[config.mk]
export PLATFORM = sky130hd
export DESIGN_NAME = if_neuron_ctrl
export DESIGN_NICKNAME = d
export VERILOG_FILES = /design/src/rtl/if_neuron_ctrl.sv
export SDC_FILE = /design/constraint.sdc
export NUM_CORES = 1
export LEC_CHECK = 0
export CAP_MARGIN = 25
export CORE_AREA = 2 2 82 84
export CTS_BUF_LIST = sky130_fd_sc_hd__clkbuf_8
export DETAILED_ROUTE_END_ITERATION = 10
export DIE_AREA = 0 0 84 86
export GPL_TIMING_DRIVEN = 1
export PLACE_DENSITY = 0.8
export SETUP_SLACK_MARGIN = 0.4
export SLEW_MARGIN = 20
export SYNTH_ARGS = -nofsm -noshare
export SYNTH_HDL_FRONTEND = slang
export SYNTH_SLANG_ARGS = --single-unit
[constraint.sdc]
create_clock -name CLK -period 2.4 [get_ports CLK]
set_input_delay 0.72 -clock CLK [delete_from_list [all_inputs] [get_ports CLK]]
set_output_delay 0.72 -clock CLK [all_outputs]
set_load 0.05 [all_outputs]
[src/rtl/if_neuron_ctrl.sv]
// Integrate-and-fire neuron array controller: sequences synaptic events, time-step and
// time-reference sweeps over neuron memory. Optional: IF_NEURON_CTRL_CNT_SAT_EN saturates spike count.
module if_neuron_ctrl #(
  parameter int N_NEUR = 256
) (
  input  logic        CLK,
  input  logic        RST,
  input  logic        syn_valid,
  output logic        syn_ready,
  input  logic [7:0]  syn_addr,
  input  logic [7:0]  syn_weight,
  input  logic        tstep_req,
  input  logic        tref_req,
  output logic        busy,
  output logic        sweep_done,
  output logic [7:0]  mem_addr,
  output logic        mem_rd_en,
  output logic        mem_wr_en,
  output logic [18:0] mem_wdata,
  input  logic [18:0] mem_rdata,
  output logic [11:0] nrn_state_core,
  output logic [6:0]  nrn_post_spike_cnt,
  output logic [7:0]  nrn_syn_weight,
  output logic        nrn_neuron_event,
  output logic        nrn_time_step_event,
  output logic        nrn_time_ref_event,
  input  logic [11:0] nrn_state_core_next,
  input  logic [6:0]  nrn_post_spike_cnt_next,
  input  logic        nrn_spike_out,
  output logic        aer_valid,
  input  logic        aer_ready,
  output logic [7:0]  aer_addr,
  output logic [2:0]  dbg_state_o
);

  localparam logic [2:0] IDLE   = 3'd0;
  localparam logic [2:0] SYN_RD = 3'd1;
  localparam logic [2:0] SYN_WR = 3'd2;
  localparam logic [2:0] TS_RD  = 3'd3;
  localparam logic [2:0] TS_WR  = 3'd4;
  localparam logic [2:0] TS_AER = 3'd5;
  localparam logic [2:0] TR_WR  = 3'd6;

  localparam logic [7:0] LAST_ADDR = 8'(N_NEUR - 1);

  logic [2:0]  state_q, state_d;
  logic        tstep_pend_q, tstep_pend_d;
  logic        tref_pend_q, tref_pend_d;
  logic [7:0]  sweep_addr_q, sweep_addr_d;
  logic [7:0]  syn_addr_q, syn_addr_d;
  logic [7:0]  syn_weight_q, syn_weight_d;
  logic        aer_valid_q, aer_valid_d;
  logic [7:0]  aer_addr_q, aer_addr_d;
  logic        done_q, done_d;

  logic        syn_ready_c, rd_en_c, wr_en_c;
  logic [7:0]  mem_addr_c, nrn_weight_c;
  logic [18:0] wdata_c;
  logic [11:0] nrn_state_c;
  logic [6:0]  nrn_cnt_c, ts_cnt;
  logic        ev_syn_c, ev_ts_c, ev_tr_c;
  logic        last_addr;

  assign last_addr = (sweep_addr_q == LAST_ADDR);

`ifdef IF_NEURON_CTRL_CNT_SAT_EN
  // A spiking neuron already at the top count stays there instead of wrapping.
  assign ts_cnt = ((mem_rdata[18:12] == 7'h7f) && nrn_spike_out) ? 7'h7f : nrn_post_spike_cnt_next;
`else
  assign ts_cnt = nrn_post_spike_cnt_next;
`endif

  always_comb begin
    state_d      = state_q;
    tstep_pend_d = tstep_pend_q | tstep_req;
    tref_pend_d  = tref_pend_q | tref_req;
    sweep_addr_d = sweep_addr_q;
    syn_addr_d   = syn_addr_q;
    syn_weight_d = syn_weight_q;
    aer_valid_d  = aer_valid_q;
    aer_addr_d   = aer_addr_q;
    done_d       = 1'b0;
    syn_ready_c  = 1'b0;
    rd_en_c      = 1'b0;
    wr_en_c      = 1'b0;
    mem_addr_c   = 8'd0;
    wdata_c      = 19'd0;
    nrn_state_c  = 12'd0;
    nrn_cnt_c    = 7'd0;
    nrn_weight_c = 8'd0;
    ev_syn_c     = 1'b0;
    ev_ts_c      = 1'b0;
    ev_tr_c      = 1'b0;
    case (state_q)
      IDLE: begin
        syn_ready_c = ~tstep_pend_q & ~tref_pend_q;
        if (tref_pend_q) begin
          tref_pend_d  = tref_req;
          sweep_addr_d = 8'd0;
          state_d      = TR_WR;
        end else if (tstep_pend_q) begin
          tstep_pend_d = tstep_req;
          sweep_addr_d = 8'd0;
          state_d      = TS_RD;
        end else if (syn_valid) begin
          syn_addr_d   = syn_addr;
          syn_weight_d = syn_weight;
          state_d      = SYN_RD;
        end
      end
      SYN_RD: begin
        rd_en_c    = 1'b1;
        mem_addr_c = syn_addr_q;
        state_d    = SYN_WR;
      end
      SYN_WR: begin
        ev_syn_c     = 1'b1;
        nrn_state_c  = mem_rdata[11:0];
        nrn_cnt_c    = mem_rdata[18:12];
        nrn_weight_c = syn_weight_q;
        wr_en_c      = 1'b1;
        mem_addr_c   = syn_addr_q;
        wdata_c      = {nrn_post_spike_cnt_next, nrn_state_core_next};
        state_d      = IDLE;
      end
      TS_RD: begin
        rd_en_c    = 1'b1;
        mem_addr_c = sweep_addr_q;
        state_d    = TS_WR;
      end
      TS_WR: begin
        ev_ts_c     = 1'b1;
        nrn_state_c = mem_rdata[11:0];
        nrn_cnt_c   = mem_rdata[18:12];
        wr_en_c     = 1'b1;
        mem_addr_c  = sweep_addr_q;
        wdata_c     = {ts_cnt, nrn_state_core_next};
        if (nrn_spike_out) begin
          aer_valid_d = 1'b1;
          aer_addr_d  = sweep_addr_q;
          state_d     = TS_AER;
        end else if (last_addr) begin
          done_d  = 1'b1;
          state_d = IDLE;
        end else begin
          sweep_addr_d = sweep_addr_q + 8'd1;
          state_d      = TS_RD;
        end
      end
      TS_AER: begin
        // The sweep holds here for as long as the spike consumer applies backpressure.
        if (aer_ready) begin
          aer_valid_d = 1'b0;
          if (last_addr) begin
            done_d  = 1'b1;
            state_d = IDLE;
          end else begin
            sweep_addr_d = sweep_addr_q + 8'd1;
            state_d      = TS_RD;
          end
        end
      end
      TR_WR: begin
        ev_tr_c    = 1'b1;
        wr_en_c    = 1'b1;
        mem_addr_c = sweep_addr_q;
        wdata_c    = {nrn_post_spike_cnt_next, nrn_state_core_next};
        if (last_addr) begin
          done_d  = 1'b1;
          state_d = IDLE;
        end else begin
          sweep_addr_d = sweep_addr_q + 8'd1;
        end
      end
      default: state_d = IDLE;
    endcase
  end

  always_ff @(posedge CLK) begin
    if (RST) begin
      state_q      <= IDLE;
      tstep_pend_q <= 1'b0;
      tref_pend_q  <= 1'b0;
      sweep_addr_q <= 8'd0;
      syn_addr_q   <= 8'd0;
      syn_weight_q <= 8'd0;
      aer_valid_q  <= 1'b0;
      aer_addr_q   <= 8'd0;
      done_q       <= 1'b0;
    end else begin
      state_q      <= state_d;
      tstep_pend_q <= tstep_pend_d;
      tref_pend_q  <= tref_pend_d;
      sweep_addr_q <= sweep_addr_d;
      syn_addr_q   <= syn_addr_d;
      syn_weight_q <= syn_weight_d;
      aer_valid_q  <= aer_valid_d;
      aer_addr_q   <= aer_addr_d;
      done_q       <= done_d;
    end
  end

  // Every output is forced low while reset is asserted, including registered ones.
  assign syn_ready           = ~RST & syn_ready_c;
  assign busy                = ~RST & (state_q != IDLE);
  assign sweep_done          = ~RST & done_q;
  assign mem_addr            = RST ? 8'd0 : mem_addr_c;
  assign mem_rd_en           = ~RST & rd_en_c;
  assign mem_wr_en           = ~RST & wr_en_c;
  assign mem_wdata           = RST ? 19'd0 : wdata_c;
  assign nrn_state_core      = RST ? 12'd0 : nrn_state_c;
  assign nrn_post_spike_cnt  = RST ? 7'd0 : nrn_cnt_c;
  assign nrn_syn_weight      = RST ? 8'd0 : nrn_weight_c;
  assign nrn_neuron_event    = ~RST & ev_syn_c;
  assign nrn_time_step_event = ~RST & ev_ts_c;
  assign nrn_time_ref_event  = ~RST & ev_tr_c;
  assign aer_valid           = ~RST & aer_valid_q;
  assign aer_addr            = RST ? 8'd0 : aer_addr_q;
  assign dbg_state_o         = RST ? IDLE : state_q;

endmodule

==> flow_metrics.env <==
export IMPL_boundaryPins=135
export IMPL_count_of_flip_flops_with_a_built_in_enable_after_synthesis=0
export IMPL_groute_usage_overall=0.3089
export IMPL_finalSetupViolCount=0
export IMPL_worst_pin_slew_ps=444.9
export IMPL_grt_max_degree=20
export IMPL_achievable_frequency_mhz=417.5
export IMPL_h_tree_depth=2
export IMPL_placement_rows=29
export IMPL_floorplan_core_area_um2=6277
export IMPL_placedInstanceArea_um2=4529
export IMPL_route_detailed_vias_per_inst=5.791
export IMPL_clock_network_latency_to_the_later_pin_of_the_worst_skew_pair_ps=310
export IMPL_crit_path_max_fanout=6
export IMPL_timing_critical_path_to_type="output pin"
export IMPL_rsz0062_at_grt="yes"
export IMPL_yosys_area_top_type="dfxtp_1"
export IMPL_post_synth_cell_area_avg_um2=7.216
export IMPL_num_vias=3353
export IMPL_num_nets_final=565
export IMPL_gr_total_overflow=0
export IMPL_hold_path_class="register to register"
export IMPL_relSlewSlack=0.7016
export IMPL_tritoncts="yes"
export IMPL_final_core_util=0.8597
export IMPL_power_density_nw_per_um2=794.7
export IMPL_via_count_of_the_first_global_routing_pass=3307
export IMPL_post_drt_wl_per_cell_um=21.40
export IMPL_critical_path_startpoint_type="register"
export IMPL_synth_warning_count=0
export IMPL_slew_violations=0
export IMPL_port_buffer_count=134
export IMPL_postRouteAntennaNets=0
export IMPL_hp_start="syn_weight_q[0]"
export IMPL_drive_gt1_frac=0.4761
export IMPL_timing_max_cap_violations=0
export IMPL_synthCells=339
export IMPL_post_synthesis_net_count=401
export IMPL_clk_path_buf_depth=2
export IMPL_inserted_clock_buffers=5
export IMPL_initial_utilization=0.3897
export IMPL_hold_buffers=0
export IMPL_required_ps=1680
export IMPL_mappedNetlistArea_um2=2446
export IMPL_die_area_um2=7224
export IMPL_totalNegativeSetupSlack_ps=0
export IMPL_route_detailed_drc=0
export IMPL_synth_top_cell_area_share=0.3192
export IMPL_synth_area_top_cells="dfxtp_1 32%, and2_1 13%, nand2_1 9.5%"
export IMPL_grt_pass1_wl_mm=17.80
export IMPL_detail_route_iter0_violations=473
export IMPL_p_leak_nw=2.109
export IMPL_synth_yosys_seq_area_share=0.3192
export IMPL_drt_total_wl_mm=12.39
export IMPL_die_width_um=84
export IMPL_timing_rr_start="state_q[0]"
export IMPL_critical_path_arrival_ps=1680
export IMPL_period_needed_ps=2395
export IMPL_ir_drop_mv=0.5995
export IMPL_fin_hold_ws_ps=459.3
export IMPL_final_setup_skew_ps=4.640
export IMPL_async_reset_ff_frac=0
export IMPL_status="finished, final reports clean"
export IMPL_insertedDiodeCount=0
export IMPL_final_min_period_over_clock_period=0.9980
export IMPL_clk_pin_slew_worst_paths_ps=80
export IMPL_criticalPathCategory="register to output pin"
export IMPL_ys_seq_elements=39
export IMPL_antenna_found_initial=0
export IMPL_place_detailed_hpwl_mm=6.610
export IMPL_critPathLaunch="state_q[0]"
export IMPL_gp_routability_congestion=0.8946
export IMPL_clock_sink_count=39
export IMPL_post_synth_num_cell_types=53
export IMPL_areaGrowthSynthToFinish_pct=120.6
export IMPL_die_height_um=86
export IMPL_synth_ff_type="dfxtp_1"
export IMPL_final_cell_area_um2=5396
export IMPL_cts_root_buf="clkbuf_8"
export IMPL_drt_pre_antenna_iters=7
export IMPL_hold_violations=0
-- path summary, 6_finish.rpt --
path / endpoint / slack, ps / cells after the start
hold / removal: syn_weight_q[0] / 460 / 2
setup / recovery: mem_addr[5] / 5 / 6
hold reg to reg: syn_weight_q[0] / 460 / 2
setup reg to reg: state_q[2] / 490 / 6
-- state kept, by name, indices dropped and copies added, names as in the netlist --
register,count
aer_valid_q,1
syn_addr_q,8
tstep_pend_q,1
syn_weight_q,8
state_q,3
sweep_addr_q,8
tref_pend_q,1
aer_addr_q,8
done_q,1
-- cell type report --
class / instances / area (µm²)
timing repair buffer: 185 / 2421
clock buffer: 5 / 68.82
fill: 298 / 880.8
tap: 77 / 96.34
sequential: 39 / 794.5
inverter: 6 / 37.54
multi-input combinational: 266 / 1971
clock inverter: 1 / 7.507
-- cell families (layout without fill, tap and decap cells) --
kind of cell,count (synthesis),count (layout),synth area share
simple gates,191,191,0.4128
compound gates,71,71,0.1882
flops,39,39,0.3192
buf+inv,34,197,0.06291
xor+xnor,2,2,0.007162
fa+ha+maj,1,1,0.005114
mux,1,1,0.004603
-- placed cells by master (no fill, tap or decap), drive strengths merged, types with 2 or more instances in the layout --
| master | instances |
|---|---|
| nand3 | 9 |
| a21boi | 2 |
| buf | 124 |
| clkdlybuf4s50 | 59 |
| clkbuf | 5 |
| nor2b | 18 |
| nor3 | 9 |
| o22ai | 3 |
| dfxtp | 39 |
| a21oi | 33 |
| nand2b | 3 |
| nand4bb | 2 |
| a211oi | 3 |
| and2 | 49 |
| bufbuf | 2 |
| a2bb2oi | 4 |
| or2 | 2 |
| or3 | 2 |
| nor2 | 20 |
| inv | 5 |
| o211ai | 5 |
| o21a | 2 |
| and3 | 4 |
| a22oi | 8 |
| o21ai | 3 |
| nand4 | 4 |
| nand2 | 62 |
-- through the flow --
step	power, W	instances	worst slack, ps
2_1_floorplan	0.002377	339	-260.8
3_3_place_gp	0.003073	542	51.66
3_5_place_dp	0.003116	542	36.28
4_1_cts	0.003957	571	81.15
5_1_grt	0.004428	579	-15.66
6_report	0.004288	579	4.902
-- worst max-delay path: stages, from the launching register on --
cell and delay, ps:
dfxtp_4 400, buf_4 170, and2_4 180, a22oi_1 180, a2bb2oi_2 220, nor2_4 70, buf_12 150
-- where the power goes --
part	internal (W)	total (W)	switching, W
combinational	0.00140	0.00300	0.00161
sequential	0.000728	0.000844	0.000116
clock	0.000193	0.000440	0.000247
-- synthesized netlist by cell type (all sizes together), types with 5 or more instances --
library cell / number
dfxtp: 39
clkbuf: 16
and2: 49
nand2: 62
inv: 6
o211ai: 5
a22oi: 8
buf: 12
nor2: 20
nand3: 9
a21oi: 33
nor2b: 18
nor3: 9
-- per-layer routing --
metal / wire length (µm) / share of wire / global-route usage / up-vias
li1: - / - / - / 1480
met1: 4464 / 0.36 / 0.3492 / 1586
met2: 6494 / 0.52 / 0.5738 / 232
met3: 919 / 0.074 / 0.05967 / 55
met4: 514 / 0.041 / 0.1188 / 0
met5: 0 / 0 / 0 / -
-- repair_timing --
item,CTS,global route
hold endpoints to repair,0,0
resized for setup,98,34
setup buffers,18,7
pin swaps,19,8
gates cloned,5,1
setup endpoints to repair,73,80
No activity file was read; power rests on OpenSTA's default activity.
